### src/rtl/cpu_in_port.sv
// cpu_in_port: synchronizes and debounces 8 raw board inputs and presents
// one stable byte to the CPU for an IN-style read.
//
// Optional feature macro: CPU_IN_EDGE_EN
//   When defined, adds rise_o: sticky per-bit 0->1 flags captured whenever
//   in_value_o loads, cleared together with in_valid_o on acknowledge.
//
// Handshake (valid/ack): in_valid_o rises on the edge where a new stable
// value loads into in_value_o and stays high until the CPU pulses in_ack_i
// while in_valid_o is high. An ack on the same cycle as a new load keeps
// in_valid_o high so the new value is not lost. A later load may overwrite
// an unacknowledged value; only the latest value is kept. An ack while
// in_valid_o is low has no effect.
module cpu_in_port #(
    parameter int ACTIVE_LOW   = 1,
    parameter int TICK_BITS    = 14,
    parameter int STABLE_TICKS = 4
) (
    input  logic       clk,
    input  logic       reset_i,
    input  logic [7:0] pins_i,
    input  logic       in_ack_i,
    output logic [7:0] in_value_o,
    output logic       in_valid_o,
`ifdef CPU_IN_EDGE_EN
    output logic [7:0] rise_o,
`endif
    output logic       busy_o
);

    localparam logic [7:0] IDLE_LEVEL = (ACTIVE_LOW != 0) ? 8'hFF : 8'h00;
    localparam logic [3:0] ST         = 4'(STABLE_TICKS);

    logic [7:0]           sync1;
    logic [7:0]           sync2;
    logic [7:0]           s;
    logic [TICK_BITS-1:0] tick_cnt;
    logic                 tick;
    logic [7:0]           cand;
    logic [3:0]           stable_cnt;
    logic                 accept;
    logic                 load;
    logic                 ack_take;

    // Two-flop synchronizer; resets to the idle pin level so reset never looks like a press.
    always_ff @(posedge clk) begin
        if (reset_i) begin
            sync1 <= IDLE_LEVEL;
            sync2 <= IDLE_LEVEL;
        end else begin
            sync1 <= pins_i;
            sync2 <= sync1;
        end
    end

    assign s = (ACTIVE_LOW != 0) ? ~sync2 : sync2;

    // Free-running prescaler producing one sample tick every 2**TICK_BITS cycles.
    always_ff @(posedge clk) begin
        if (reset_i) begin
            tick_cnt <= '0;
        end else begin
            tick_cnt <= tick_cnt + 1'b1;
        end
    end

    assign tick = &tick_cnt;

    // Debounce: restart the run on a changed sample, count identical samples up to saturation.
    always_ff @(posedge clk) begin
        if (reset_i) begin
            cand       <= 8'h00;
            stable_cnt <= ST;
        end else if (tick) begin
            if (s != cand) begin
                cand       <= s;
                stable_cnt <= 4'd1;
            end else if (stable_cnt < ST) begin
                stable_cnt <= stable_cnt + 4'd1;
            end
        end
    end

    // A run that just reached the required length is accepted exactly once.
    assign accept   = tick && (s == cand) && (stable_cnt < ST) && ((stable_cnt + 4'd1) == ST);
    assign load     = accept && (cand != in_value_o);
    assign ack_take = in_ack_i && in_valid_o;

    // Output register and valid flag; a new load wins over a simultaneous ack.
    always_ff @(posedge clk) begin
        if (reset_i) begin
            in_value_o <= 8'h00;
            in_valid_o <= 1'b0;
        end else if (load) begin
            in_value_o <= cand;
            in_valid_o <= 1'b1;
        end else if (ack_take) begin
            in_valid_o <= 1'b0;
        end
    end

`ifdef CPU_IN_EDGE_EN
    // Sticky rising-edge flags; bits set by a load take priority over the ack clear.
    always_ff @(posedge clk) begin
        if (reset_i) begin
            rise_o <= 8'h00;
        end else if (load) begin
            rise_o <= (ack_take ? 8'h00 : rise_o) | (cand & ~in_value_o);
        end else if (ack_take) begin
            rise_o <= 8'h00;
        end
    end
`endif

    assign busy_o = (cand != in_value_o);

endmodule
### config.mk
export PLATFORM = sky130hd
export DESIGN_NAME = cpu_in_port
export DESIGN_NICKNAME = d
export VERILOG_FILES = /design/src/rtl/cpu_in_port.sv
export SDC_FILE = /design/constraint.sdc
export NUM_CORES = 1
export LEC_CHECK = 0
export ABC_AREA = 0
export CORE_MARGIN = 1
export CORE_UTILIZATION = 51
export DETAILED_ROUTE_END_ITERATION = 12
export PLACE_DENSITY = 0.84
export SETUP_SLACK_MARGIN = 0.05
export SLEW_MARGIN = 20
export SYNTH_ARGS = -nofsm -noshare
export SYNTH_HDL_FRONTEND = slang
export SYNTH_SLANG_ARGS = --single-unit
### constraint.sdc
create_clock -name clk -period 3.5 [get_ports clk]
set_clock_uncertainty 0.1 [all_clocks]
set_input_delay 0.35 -clock clk [delete_from_list [all_inputs] [get_ports clk]]
set_output_delay 0.35 -clock clk [all_outputs]
set_load 0.01 [all_outputs]
==> results by group <==
Status
  • Status: finished, final reports clean

Worst setup path
  • CP top delay family: simple AND/OR/NAND/NOR gates
  • Crit-path slowest cell: nor4_1
  • CP endpoint kind: output pin
  • Register-to-register setup slack: 1260 ps
  • CP Max Fanout: 4
  • Required @ worst endpoint: 3050 ps
  • CP Class: reg -> out
  • Worst path bufs/invs: 1
  • Startpoint type of the worst setup path: register
  • Critical path cell sequence: xor2_1 > nor4_1 > nand2_1 > clkdlybuf4s50_1
  • CP arrival: 2070 ps
  • Slowest stage delay, CP: 620 ps

Cells and area
  • Most common cell after layout, fill and taps aside: dfxtp_1
  • Final nets: 241
  • Fin util: 63.6%
  • Commonest cells after routing, fill and taps aside: 51 x dfxtp_1, 23 x nor2_1, 20 x clkdlybuf4s50_1
  • Share of layout cells above drive strength 1: 16.6%
  • Area Growth Syn to Fin: 16.8%
  • # diodes: 0
  • Finished Layout Cells: 277

Die
  • Die Span X: 65.2 um
  • Rows: 22
  • Die H: 65.2 um
  • Core area: 3740 um2
  • Total die area: 4250 um2
  • Starting Density: 54.4%
  • I/O pin cnt: 21

Placement
  • Dpl ws: 1290 ps
  • GPL Wtd Cong: 0.783
  • Placed cell count: 269
  • HPWL after DPL: 2190 um
  • I/O Buffers: 20

Yosys
  • Yosys warns: 0
  • Syn_nets: 219
  • Main synth FF type: dfxtp_1
  • Seq/Total Area, Yosys: 50.1%
  • Mapped Cells: 206
  • Post-Syn Area per Cell: 9.89 um2
  • Post-synth ARST share: 0%
  • Flops & latches, synth: 51
  • Post-synth EDFFs: 0
  • Netlist Area Pre-Place: 2040 um2
  • Count of cell types in the netlist: 37

Route
  • DRC Markers: 0
  • DRT iter0 DRCs: 85
  • Vias per cell: 5.10
  • Drt first pass iters: 4
  • Post-Route WL: 3200 um
  • Post-DR wirelength/cell: 11.5 um
  • Vias: 1412
  • Antenna viol nets, final: 0

Clock tree
  • Clock tree root buffer cell: clkbuf_8
  • Hold_buf cts: 0
  • H-tree lvl count: 2
  • Clk buf depth: 2
  • Post_cts resized: 0
  • Clk Latency, worst-skew pair: 300 ps
  • CTS tree: done
  • Clock sinks: 51
  • Post-CTS Setup Bufs: 0
  • Clock transition at path regs: 80 ps
  • Total CTS buffers: 5

Power and ir drop
  • Leak: 0.861 nW
  • Combinational cell fraction of total power: 4.0%
  • Tot Pwr: 0.00105 W
  • Psw: 0.000208 W
  • Int Pwr: 0.000846 W
  • Worst vdd ir: 0.246 mV
  • PD cells: 443 nW/um2
  • Clock group share of total power: 39.3%
  • Switching Fraction: 19.7%
  • Flop pwr share: 56.6%

Timing
  • Min Tclk post-route: 2520 ps
  • Slew Limit Fails: 0
  • Final hold vios: 0
  • RSZ-0062 raised after global routing: false
  • Final setup fails: 0
  • TNS Setup: 0 ps
  • Crit share post-route: 72.0%
  • Worst setup margin: 979 ps
  • Max-slew headroom: 38.8%
  • Slew @ Worst Pin: 916 ps
  • FMAX: 397 MHz

Global route
  • Vias in the first global route: 1309
  • Global-route wire length before repair: 5780 um
  • GR Overflow Total: 0
  • Gr usage total: 17.8%
  • Largest net degree at the start of global routing: 31
  • Initial antenna violation count: 0

Job
  • Max_cap viols: 0

Hold path
  • Min-delay worst type: reg -> reg
[layer usage]
metal | track usage, % | up-vias | share of wire, % | routed length [um]
met5 | 0 | - | 0 | 0
met4 | 8.15 | 0 | 2.3 | 72
met3 | 5.21 | 6 | 3.4 | 110
met2 | 28.1 | 27 | 43 | 1380
met1 | 22.2 | 626 | 51 | 1630
li1 | - | 753 | - | -
[cells in the mapped netlist, drive strengths merged (3+ instances only)]
| cell type | instances | area (um2) |
|---|---|---|
| dfxtp | 51 | 1020 |
| or2 | 17 | 106 |
| xor2 | 15 | 131 |
| a21oi | 14 | 81.3 |
| nand3 | 13 | 70.1 |
| clkbuf | 3 | 11.3 |
| o21ai | 10 | 50.1 |
| a211oi | 9 | 90.1 |
| nand2 | 7 | 26.3 |
| nor2 | 23 | 86.3 |
| buf | 4 | 38.8 |
| nand4 | 3 | 18.8 |
| xnor2 | 11 | 96.3 |
| nor4 | 4 | 37.5 |
[power groups by stage]
| stage | combinational (W) | clock (W) | sequential (W) |
|---|---|---|---|
| 2_1_floorplan | 0.0000280 | 0 | 0.000610 |
| 3_3_place_gp | 0.0000427 | 0 | 0.000611 |
| 3_5_place_dp | 0.0000427 | 0 | 0.000611 |
| 4_1_cts | 0.0000429 | 0.000423 | 0.000597 |
| 5_1_grt | 0.0000475 | 0.000456 | 0.000599 |
| 6_report | 0.0000426 | 0.000415 | 0.000597 |
[through the flow]
stage / hold slack (ps) / area (um2)
floorplan: 289 / 2040
global placement: 293 / 2260
detailed placement: 292 / 2260
CTS: 312 / 2380
global route: 326 / 2380
finish: 310 / 2380
[state kept, by name, indices dropped and copies added, names as in the netlist]
signal      count
in_value_o      8
in_valid_o      1
stable_cnt      4
sync1           8
sync2           8
tick_cnt       14
cand            8
[cell families after synthesis]
group | share of synthesized area, %
simple gates | 21.3
compound gates | 13.3
xor+xnor | 11.2
buf+inv | 2.83
flops | 50.1
fa+ha+maj | 1.23
[path summary, 6_finish.rpt]
path	start	end	cells after the start
setup reg to reg	tick_cnt[0]	cand[7]	6
setup / recovery	cand[3]	busy_o	4
hold / removal	sync1[5]	sync2[5]	1
hold reg to reg	sync1[5]	sync2[5]	1
[cell type report]
class	count	area, um2
repair buffers	22	215
well taps	48	60.1
flip-flops and latches	51	1020
clock inverters	2	35.0
inverters	2	7.51
clock buffers	6	82.6
multi-input cells	146	958
fillers	328	1360
Power figures use the tool's default switching activity.
